**config.mk**
```make
export PLATFORM = sky130hd
export DESIGN_NAME = sim_monitor
export DESIGN_NICKNAME = d
export VERILOG_FILES = /design/src/rtl/sim_monitor.sv
export SDC_FILE = /design/constraint.sdc
export NUM_CORES = 1
export LEC_CHECK = 0
export ABC_AREA = 1
export ABC_CLOCK_PERIOD_IN_PS = 2040
export CORE_MARGIN = 3
export CORE_UTILIZATION = 39
export CTS_BUF_LIST = sky130_fd_sc_hd__clkbuf_16
export CTS_CLUSTER_SIZE = 25
export DETAILED_ROUTE_END_ITERATION = 8
export GPL_TIMING_DRIVEN = 0
export PLACE_DENSITY_LB_ADDON = 0.1
export SLEW_MARGIN = 40
export SYNTH_ARGS = -nofsm -noshare
export SYNTH_HDL_FRONTEND = slang
export SYNTH_SLANG_ARGS = --single-unit
```
**constraint.sdc**
```tcl
create_clock -name clk -period 2.04 [get_ports clk]
set_clock_uncertainty 0.2 [all_clocks]
set_input_delay 0.408 -clock clk [delete_from_list [all_inputs] [get_ports clk]]
set_output_delay 0.408 -clock clk [all_outputs]
set_load 0.05 [all_outputs]
```
**src/rtl/sim_monitor.sv**
```systemverilog
// Bring-up harness: core reset sequencing, cycle budget, exit and console mailboxes.
// Optional trace/finish hooks enabled by defining SIM_MONITOR_TRACE_EN.
module sim_monitor #(
  parameter int ADDR_WIDTH   = 16,
  parameter int DATA_WIDTH   = 16,
  parameter int COUNT_WIDTH  = 32,
  parameter int RESET_CYCLES = 2,
  parameter int MAX_CYCLES   = 16,
  parameter logic [ADDR_WIDTH-1:0] EXIT_ADDR    = 16'hFFFE,
  parameter logic [ADDR_WIDTH-1:0] CONSOLE_ADDR = 16'hFFFC,
  parameter int CON_DEPTH    = 4
) (
  input  logic                   clk,
  input  logic                   rst,
  input  logic [ADDR_WIDTH-1:0]  waddr,
  input  logic [DATA_WIDTH-1:0]  wdata,
  input  logic                   we,
  output logic                   cpu_rst,
  output logic [COUNT_WIDTH-1:0] cycle_count,
  output logic                   done,
  output logic                   pass,
  output logic                   timeout,
  output logic [DATA_WIDTH-1:0]  exit_code,
  output logic                   con_valid,
  output logic [7:0]             con_data,
  input  logic                   con_ready,
  output logic                   con_overflow
);

  localparam int PW = $clog2(CON_DEPTH);
  localparam int HW = (RESET_CYCLES > 1) ? $clog2(RESET_CYCLES) : 1;

  typedef enum logic [1:0] {
    S_RESET,
    S_RUN,
    S_DONE
  } state_t;

  state_t          state_q, state_d;
  logic [1:0]      sync_q;
  logic            rst_ok;
  logic [HW-1:0]   hold_q, hold_d;
  logic            exit_hit, to_hit, con_push;

  logic [7:0]      mem [CON_DEPTH];
  logic [PW-1:0]   wp_q, rp_q;
  logic [PW:0]     cnt_q;
  logic            empty, full, pop, push_ok, drop;

  // Release of rst is only seen by the FSM after two flops.
  always_ff @(posedge clk or negedge rst) begin
    if (!rst) sync_q <= '0;
    else      sync_q <= {sync_q[0], 1'b1};
  end

  assign rst_ok = sync_q[1];

  always_comb begin
    state_d  = state_q;
    hold_d   = hold_q;
    exit_hit = 1'b0;
    to_hit   = 1'b0;
    con_push = 1'b0;
    case (state_q)
      S_RESET: begin
        if (rst_ok) begin
          if (hold_q == HW'(RESET_CYCLES - 1)) state_d = S_RUN;
          else hold_d = hold_q + HW'(1);
        end
      end
      S_RUN: begin
        exit_hit = we && (waddr == EXIT_ADDR);
        con_push = we && (waddr == CONSOLE_ADDR);
        to_hit   = !exit_hit &&
                   (cycle_count == COUNT_WIDTH'(MAX_CYCLES - 1));
        if (exit_hit || to_hit) state_d = S_DONE;
      end
      S_DONE: ;
      default: state_d = S_RESET;
    endcase
  end

  always_ff @(posedge clk or negedge rst) begin
    if (!rst) begin
      state_q     <= S_RESET;
      hold_q      <= '0;
      cycle_count <= '0;
      pass        <= 1'b0;
      timeout     <= 1'b0;
      exit_code   <= '0;
    end else begin
      state_q <= state_d;
      hold_q  <= hold_d;
      if (state_q == S_RUN && cycle_count != '1)
        cycle_count <= cycle_count + COUNT_WIDTH'(1);
      if (exit_hit) begin
        exit_code <= wdata;
        pass      <= (wdata == '0);
      end
      if (to_hit) timeout <= 1'b1;
    end
  end

  assign done    = (state_q == S_DONE);
  assign cpu_rst = (state_q != S_RUN);

  assign empty   = (cnt_q == '0);
  assign full    = (cnt_q == (PW+1)'(CON_DEPTH));
  assign pop     = !empty && con_ready;
  // A full FIFO still takes a byte when a pop frees a slot this cycle.
  assign push_ok = con_push && (!full || pop);
  assign drop    = con_push && full && !pop;

  always_ff @(posedge clk) begin
    if (push_ok) mem[wp_q] <= wdata[7:0];
  end

  always_ff @(posedge clk or negedge rst) begin
    if (!rst) begin
      wp_q         <= '0;
      rp_q         <= '0;
      cnt_q        <= '0;
      con_overflow <= 1'b0;
    end else begin
      if (push_ok) wp_q <= wp_q + PW'(1);
      if (pop)     rp_q <= rp_q + PW'(1);
      case ({push_ok, pop})
        2'b10:   cnt_q <= cnt_q + (PW+1)'(1);
        2'b01:   cnt_q <= cnt_q - (PW+1)'(1);
        default: cnt_q <= cnt_q;
      endcase
      if (drop) con_overflow <= 1'b1;
    end
  end

  assign con_valid = !empty;
  assign con_data  = empty ? 8'h00 : mem[rp_q];

`ifdef SIM_MONITOR_TRACE_EN
  logic trc_seen_q, trc_fin_q;

  always_ff @(posedge clk or negedge rst) begin
    if (!rst) begin
      trc_seen_q <= 1'b0;
      trc_fin_q  <= 1'b0;
    end else begin
      if (pop) $write("%c", con_data);
      if (done && !trc_seen_q) begin
        $display("sim_monitor: cycles=%0d pass=%0b timeout=%0b exit_code=%0h",
                 cycle_count, pass, timeout, exit_code);
        trc_seen_q <= 1'b1;
        trc_fin_q  <= 1'b1;
      end
      if (trc_fin_q) $finish;
    end
  end
`endif

endmodule

```
==> metrics.md, run 1 <==
| Metric | Value |
|---|---|
| Outcome | `complete, but fails checks` |
| Failing checks | `negative setup slack` |
| CTS tree | `done` |
| Post-synth EDFFs | `32` |
| Mapped cell area | `0.00502 mm²` |
| Io pins | `98` |
| Post-DP HPWL | `11.2 mm` |
| Vias in the first global route | `4760` |
| Vias post-DR | `4814` |
| Synth warnings | `0` |
| Area contributors post-synth | `dfrtp_1 31%, edfxtp_1 19%, nand2_1 13%` |
| DRT iter0 DRCs | `339` |
| Slew @ Worst Pin | `0.538 ns` |
| Clk sinks | `95` |
| Tot GR Track Use | `0.220` |
| Share of Yosys cell area claimed by the top area cell type | `0.314` |
| Lkg Pwr | `3.53 nW` |
| Compound-Gate Fraction of Synth Area | `0.0651` |
| Largest family of logic cells by synthesized area | `simple AND/OR/NAND/NOR gates` |
| Area growth syn-to-layout | `51.4%` |
| Cell Area, Placed | `0.00635 mm²` |
| CP Capture Type | `output pin` |
| Cell variety after synth | `36` |
| Synth Area in Adders | `0.0165` |
| Post-route antenna net violation count | `0` |
| First-pass GRT wire length | `24.7 mm` |
| CP startpoint kind | `register` |
| Hold path start | `sync_q[0]` |
| Fin crit share | `1.10` |
| Initial antenna violation count | `0` |
| Post-Route WL | `15.9 mm` |
| Kind of critical path | `register to output pin` |
| Worst Path Required | `1.43 ns` |
| GRT overflow | `0` |
| Top-count cell post-synth | `nand2_1` |
| Final Max Tran Viols | `0` |
| Largest net degree at the start of global routing | `42` |
| CTS root buf | `clkbuf_16` |
| Worst setup path start | `rp_q[1]` |
| Vias per cell | `5.07` |
| Fin nets | `818` |
| Main flop type after synthesis | `dfrtp_1` |
| FF-to-FF Start | `cycle_count[1]` |
| Max Root-Sink Buffers | `2` |
| Finished Cell Area | `0.00760 mm²` |
| Max Cap Viol | `0` |
| Buffers on Ports | `97` |
| Hold WC Path Type | `register to register` |
| Synth Area in XOR/XNOR | `0.0384` |
| Die ar. | `0.0143 mm²` |
| WP data arrival | `1.63 ns` |
| Rows | `40` |
| Worst vdd ir | `0.000485 V` |
| Post-Synthesis Cells | `619` |
| H-tree depth | `3` |
| Avg Synthesized Cell Area | `8.11 µm²` |
| DP Cell Count | `885` |
| First drt pass iteration count | `5` |
| Register area share after synthesis | `0.506` |
| Max Freq | `447 MHz` |
| N_diodes | `0` |
| Unrepaired setup endpoints after global routing | `yes` |
| Clock transition at path regs | `0.07 ns` |
| Leading area contributor after synthesis | `dfrtp_1` |
| Dpl ws | `-0.918 ns` |
| Num CTS Buffers | `9` |
| Final Hold Fails | `0` |
| Setup ws final | `-0.197 ns` |
| Die height | `119 µm` |
| Total chip power | `8.41 mW` |
| Worst-skew pair later-pin latency | `0.36 ns` |
| Post-synthesis mux area share | `0` |
| Wirelength per Cell | `16.8 µm` |
| Fraction of layout cells with a size suffix above 1 | `0.287` |
| Asr flop ratio synth | `0.663` |
| Relative slew slack | `0.643` |
| DRC errors left | `0` |
| Post-Synth Simple-Gate Area | `0.309` |
| Final Wtd Congestion | `0.886` |
| Post-route non-filler standard cell count | `949` |
| Synth top cells by count | `175 x nand2_1, 95 x nor2_1, 65 x inv_1` |
| PwrDens | `1110 mW/mm²` |
| Yosys reg bits | `95` |
| Final Critical Period | `2.24 ns` |
| CORE AREA | `0.0123 mm²` |
| Syn Nets | `661` |
| Worst-path maximum fanout | `7` |
| Initial Util | `0.408` |
| Die W | `119 µm` |
| Setup Viol. Count Final | `8` |
| Fin Setup TNS | `-1.33 ns` |
power breakdown:
part           switching (mW)  total [mW]  internal (mW)
logic                    2.51        4.34           1.83
clock network           0.799        1.78          0.979
registers               0.173        2.29           2.12
layout make-up:
cell class | instances | area [µm²]
plain buffers | 10 | 121
clock buffers | 9 | 225
fillers | 1112 | 4710
clock inverters | 7 | 83.8
multi-input cells | 443 | 2680
well taps | 168 | 210
inverters | 69 | 274
flip-flops and latches | 95 | 2550
repair buffers | 148 | 1460
worst max-delay path, cell delays in order (launching register included):
cell and delay, ns:
dfrtp_2 0.45, clkinvlp_4 0.14, buf_12 0.17, nor2_4 0.10, o21ai_4 0.08, a21oi_4 0.16, buf_6 0.17
layout by cell type, fill, tap and decap left out, drive strengths merged:
master and count:
nand2 178, nor2 96, inv 72, buf 65
dfrtp 63, o21ai 50, dlygate4sd2 47, edfxtp 32
nand3 32, nand4 25, xor2 20, clkdlybuf4s50 18
nor3 17, dlymetal6s2s 16, clkbuf 16, a21oi 10
ha 5, nor4 4, clkdlybuf4s15 4, clkinvlp 2
o21bai 2, xnor2 2, fa 1, bufinv 1
clkinv 1, dlygate4sd3 1, conb 1
logic make-up after synthesis:
logic type / after synthesis
AOI/OAI and AO/OA: 62
xor gates and xnor gates: 22
adders and majority gates: 6
buffers and inverters: 81
DFF: 95
other: 1
and+or+nand+nor: 352
routing by layer:
layer	GRT usage	share of wire	vias up
li1	-	-	2329
met1	0.275	0.41	2332
met2	0.385	0.52	128
met3	0.0522	0.053	25
met4	0.0551	0.020	0
met5	0	0	-
sequential cells by signal (all words and copies together) (netlist names), 2 cells and up:
signal,cells
wp_q,2
rp_q,2
mem,32
state_q,2
exit_code,16
cycle_count,32
cnt_q,3
sync_q,2
repair_timing:
action	4_1_cts	5_1_grt
pin swaps	7	46
endpoints found under the hold margin	22	0
buffers inserted	19	25
gates cloned	1	4
hold buffers	1	0
endpoints found under the setup margin	141	90
gates resized for setup	193	120
path summary, 6_finish.rpt:
path	to	slack, ns	cells past startpoint
worst max register to register	cycle_count[26]	0.05	12
worst min register to register	sync_q[1]	0.15	0
worst max-delay path	con_data[7]	-0.20	6
min in group asynchronous	sync_q[1]	0.30	2
worst min-delay path	sync_q[1]	0.15	0
max in group asynchronous	exit_code[5]	0.81	3
stage by stage:
stage	hold slack (ns)	util
after global routing	0.165	0.617
final	0.151	0.617
after floorplan	-0.0876	-
after CTS	0.153	0.568
after detailed placement	0.133	0.516
after global placement	0.138	0.514
No activity file was read; power rests on OpenSTA's default activity.
==> inputs of run 2 (changes only) <==
CORE_UTILIZATION = 35   (was 39)
CTS_CLUSTER_SIZE = 20   (was 25)
==> metrics.md, run 2 (synthesis gave the netlist of run 1 again) <==
| Metric | Value |
|---|---|
| R2R setup slack | `0.07 ns` |
| Hold path start | `sync_q[0]` |
| Die W | `126 µm` |
| Relative slew slack | `0.646` |
| Final Max Tran Viols | `0` |
| CORE AREA | `0.0139 mm²` |
| R2R cell count | `11` |
| Clk sinks | `95` |
| Wirelength per Cell | `16.3 µm` |
| Final Critical Period | `2.22 ns` |
| DRC errors left | `0` |
| GRT overflow | `0` |
| Num CTS Buffers | `9` |
| First drt pass iteration count | `5` |
| Post-route antenna net violation count | `0` |
| Area growth syn-to-layout | `45.2%` |
| PwrDens | `1060 mW/mm²` |
| Post-DP HPWL | `11.2 mm` |
| Initial antenna violation count | `0` |
| Setup ws final | `-0.175 ns` |
| First-pass GRT wire length | `24.5 mm` |
| Hold Crit Depth | `0` |
| Fraction of layout cells with a size suffix above 1 | `0.231` |
| Fin nets | `807` |
| Worst Path Required | `1.43 ns` |
| Vias per cell | `4.89` |
| Clock transition at path regs | `0.08 ns` |
| DP Cell Count | `897` |
| WP data arrival | `1.61 ns` |
| Pint | `4.44 mW` |
| Fin crit share | `1.09` |
| CP startpoint kind | `register` |
| Setup Viol. Count Final | `8` |
| Logic gate share of total power | `0.474` |
| Kind of critical path | `register to output pin` |
| DRT iter0 DRCs | `320` |
| Slew @ Worst Pin | `0.534 ns` |
| CP Capture Type | `output pin` |
| Post-route non-filler standard cell count | `950` |
| Switching pwr | `3.29 mW` |
| Outcome | `complete, but fails checks` |
| Initial Util | `0.360` |
| Largest registers | `cycle_count (32), mem (32), exit_code (16)` |
| Io pins | `98` |
| Most common cell after layout, fill and taps aside | `nand2_1` |
| Rows | `43` |
| Tot GR Track Use | `0.196` |
| CTS tree | `done` |
| Clock Power Share | `0.228` |
| Vias post-DR | `4650` |
| Final Hold Fails | `0` |
| Lkg Pwr | `3.34 nW` |
| Worst setup path start | `rp_q[0]` |
| Commonest cells after routing, fill and taps aside | `165 x nand2_1, 68 x nor2_1, 57 x inv_1` |
| Max Cap Viol | `0` |
| Final Wtd Congestion | `0.918` |
| H-tree depth | `3` |
| Reg2reg end | `cycle_count[29]` |
| Unrepaired setup endpoints after global routing | `yes` |
| Die ar. | `0.0158 mm²` |
| Sw Share | `0.425` |
| Max Freq | `451 MHz` |
| Vias in the first global route | `4631` |
| End of the worst hold path | `sync_q[1]` |
| Buffers on Ports | `97` |
| CTS root buf | `clkbuf_16` |
| Hold WC Path Type | `register to register` |
| Die height | `126 µm` |
| Largest net degree at the start of global routing | `33` |
| Failing checks | `negative setup slack` |
| Max Root-Sink Buffers | `2` |
| FF-to-FF Start | `cycle_count[1]` |
| N_diodes | `0` |
| Post-Route WL | `15.5 mm` |
| Hold Slack | `0.154 ns` |
| Worst-path maximum fanout | `6` |
| Sequential share of power | `0.298` |
| Worst vdd ir | `0.000581 V` |
| Worst-skew pair later-pin latency | `0.36 ns` |
==> run 2: what timing repair did <==
item,4_1_cts,5_1_grt
endpoints found under the hold margin,31,0
hold buffers,1,0
cloned,2,1
setup endpoints to repair,142,88
gates resized for setup,207,63
buffers inserted,17,21
pin swaps,19,27
==> run 2: worst max path at each step <==
stage	cells after the start	slack, ns	endpoint
2_1_floorplan	7	-0.03	mem[0][0]
5_1_grt	6	-0.25	con_data[3]
3_3_place_gp	1	-2.12	cycle_count[1]
6_report	6	-0.18	con_data[3]
3_5_place_dp	6	-0.95	con_data[7]
4_1_cts	6	-0.15	con_data[7]
==> run 2: per-layer routing <==
| metal | track usage | part of all wire | vias up |
|---|---|---|---|
| li1 | - | - | 2305 |
| met1 | 0.259 | 0.45 | 2221 |
| met2 | 0.327 | 0.49 | 102 |
| met3 | 0.0339 | 0.040 | 22 |
| met4 | 0.0688 | 0.020 | 0 |
| met5 | 0 | 0 | - |
==> run 2: through the flow <==
step           instance area [µm²]   util  worst slack (ns)  setup TNS (ns)  power, mW
6_report                      7290  0.523            -0.175           -1.04       7.72
2_1_floorplan                 5150      -           -0.0320           -1.02       4.32
5_1_grt                       7290  0.523            -0.249           -1.88       8.12
4_1_cts                       7020  0.504            -0.152           -1.12       7.59
3_3_place_gp                  6350  0.455             -2.12         -162.62       5.20
3_5_place_dp                  6370  0.457            -0.946          -46.38       5.24
==> run 2: cell type report <==
cell class              count  area (µm²)
multi-input cells         443        2540
well taps                 180         225
inverters                  69         270
flip-flops and latches     95        2550
plain buffers               7        82.6
clock inverters             7        83.8
fillers                  1366        6650
clock buffers               9         225
repair buffers            140        1310
==> run 2: power by group through the flow <==
stage,combinational [mW],clock [mW],sequential (mW)
6_report,3.66,1.76,2.30
4_1_cts,3.50,1.80,2.30
3_3_place_gp,2.91,0,2.29
2_1_floorplan,1.84,0,2.48
5_1_grt,3.91,1.89,2.33
3_5_place_dp,2.95,0,2.29
==> run 2: critical path: stages, from the launching register on <==
cell and delay, ns:
dfrtp_2 0.49, buf_6 0.16, nor2_2 0.05, nor2_2 0.12
o21ai_2 0.09, a21oi_4 0.16, buf_6 0.17
==> inputs of run 3 (changes only) <==
CAP_MARGIN = 20   (was unset)
PLACE_DENSITY = 0.71   (was unset)
PLACE_DENSITY_LB_ADDON = unset   (was 0.1)
==> metrics.md, run 3 (synthesis gave the netlist of run 1 again) <==
| Metric | Value |
|---|---|
| Worst Path Required | `1.43 ns` |
| Max Cap Viol | `0` |
| Initial Util | `0.360` |
| Commonest cells after routing, fill and taps aside | `166 x nand2_1, 64 x nor2_1, 57 x inv_1` |
| Area growth syn-to-layout | `46.5%` |
| FF-to-FF Start | `state_q[0]` |
| Hold Slack | `0.147 ns` |
| Met1 usage | `0.228` |
| Max Root-Sink Buffers | `2` |
| Unrepaired setup endpoints after global routing | `yes` |
| Die ar. | `0.0158 mm²` |
| Fin nets | `807` |
| Hold Crit Depth | `0` |
| Slew @ Worst Pin | `0.537 ns` |
| N_diodes | `0` |
| First-pass GRT wire length | `22.5 mm` |
| Worst-path maximum fanout | `7` |
| Hold WC Path Type | `register to register` |
| CORE AREA | `0.0139 mm²` |
| Final Max Tran Viols | `0` |
| Cell Area, Placed | `0.00636 mm²` |
| PwrDens | `1060 mW/mm²` |
| Relative slew slack | `0.643` |
| R2R cell count | `12` |
| Setup Viol. Count Final | `8` |
| Max Freq | `459 MHz` |
| Post-route antenna net violation count | `0` |
| Kind of critical path | `register to output pin` |
| Largest registers | `cycle_count (32), mem (32), exit_code (16)` |
| Post-Route WL | `14.5 mm` |
| Largest net degree at the start of global routing | `43` |
| Lkg Pwr | `3.41 nW` |
| CTS tree | `done` |
| GRT overflow | `0` |
| Fin Setup TNS | `-0.877 ns` |
| Die height | `126 µm` |
| Vias per cell | `4.88` |
| CP startpoint kind | `register` |
| H-tree depth | `3` |
| First drt pass iteration count | `5` |
| DRT iter0 DRCs | `235` |
| End of the worst hold path | `sync_q[1]` |
| Setup ws final | `-0.140 ns` |
| Io pins | `98` |
| Tot GR Track Use | `0.178` |
| Worst vdd ir | `0.000615 V` |
| Crit-path cells | `inv_4 -> clkbuf_16 -> buf_12 -> o21ai_4 -> a21oi_4 -> buf_6` |
| Final Util | `0.528` |
| Fraction of layout cells with a size suffix above 1 | `0.239` |
| Fin crit share | `1.07` |
| Final Hold Fails | `0` |
| Num CTS Buffers | `9` |
| Clk sinks | `95` |
| Total chip power | `7.78 mW` |
| Met2 Resource Use GR | `0.299` |
| Dpl ws | `-0.886 ns` |
| Most common cell after layout, fill and taps aside | `nand2_1` |
| WP data arrival | `1.57 ns` |
| Slowest Stage Delay on Critical Path | `0.47 ns` |
| Post-route non-filler standard cell count | `950` |
| Post-DP HPWL | `10.2 mm` |
| Rows | `43` |
| Busiest layer in global routing | `met2` |
| Initial antenna violation count | `0` |
| Finished Cell Area | `0.00735 mm²` |
| M3 GR Usage | `0.0373` |
| Clock transition at path regs | `0.07 ns` |
| Worst-skew pair later-pin latency | `0.35 ns` |
| Hold path start | `sync_q[0]` |
| R2R setup slack | `0.02 ns` |
| Critical Path Slowest Stage Cell | `dfrtp_2` |
| Buffers on Ports | `97` |
| CTS root buf | `clkbuf_16` |
| DP Cell Count | `897` |
| Vias post-DR | `4635` |
| CP Capture Type | `output pin` |
| Failing checks | `negative setup slack` |
| Reg2reg end | `cnt_q[2]` |
| Final Critical Period | `2.18 ns` |
| Final Wtd Congestion | `0.965` |
| Outcome | `complete, but fails checks` |
| Vias in the first global route | `4508` |
| Die W | `126 µm` |
| DRC errors left | `0` |
| Wirelength per Cell | `15.3 µm` |
==> run 3: worst max-delay path by stage <==
| stage | to | slack, ns | start | cells after the start |
|---|---|---|---|---|
| final | con_data[0] | -0.14 | rp_q[0] | 6 |
| after global routing | con_data[3] | -0.21 | rp_q[0] | 6 |
| after floorplan | mem[0][0] | -0.03 | state_q[1] | 7 |
| after detailed placement | con_data[7] | -0.89 | rp_q[0] | 6 |
| after CTS | con_data[7] | -0.18 | rp_q[0] | 5 |
| after global placement | cycle_count[0] | -2.05 | rst | 1 |
==> run 3: routing by layer <==
metal | routed length [µm] | vias to the layer above
li1 | - | 2303
met3 | 764 | 26
met1 | 6180 | 2167
met5 | 0 | -
met2 | 7250 | 139
met4 | 315 | 0
==> run 3: where the power goes <==
group,switching [mW],total [mW],internal (mW),leakage [nW]
clock network,0.783,1.64,0.857,0.143
registers,0.190,2.31,2.12,1.10
logic,2.27,3.83,1.57,2.16
total,3.24,7.78,4.54,3.41
==> run 3: worst max-delay path: cells and delay by family (launching register included) <==
kind | cells | cell delay [ns]
buf+inv | 4 | 0.56
flops | 1 | 0.47
compound gates | 2 | 0.19
==> run 3: timing repair <==
| item | in CTS | in global routing |
|---|---|---|
| gates resized for setup | 198 | 66 |
| setup buffers | 15 | 20 |
| pin swaps | 8 | 27 |
| cloned | 1 | 2 |
| hold buffers | 1 | 0 |
| setup endpoints to repair | 140 | 89 |
| hold endpoints to repair | 21 | 0 |
==> run 3: layout make-up <==
class	count	area [µm²]
multi-input cells	443	2580
clock buffers	9	225
plain buffers	10	106
well taps	180	225
fillers	1259	6580
flip-flops and latches	95	2550
clock inverters	7	63.8
inverters	69	273
repair buffers	137	1320
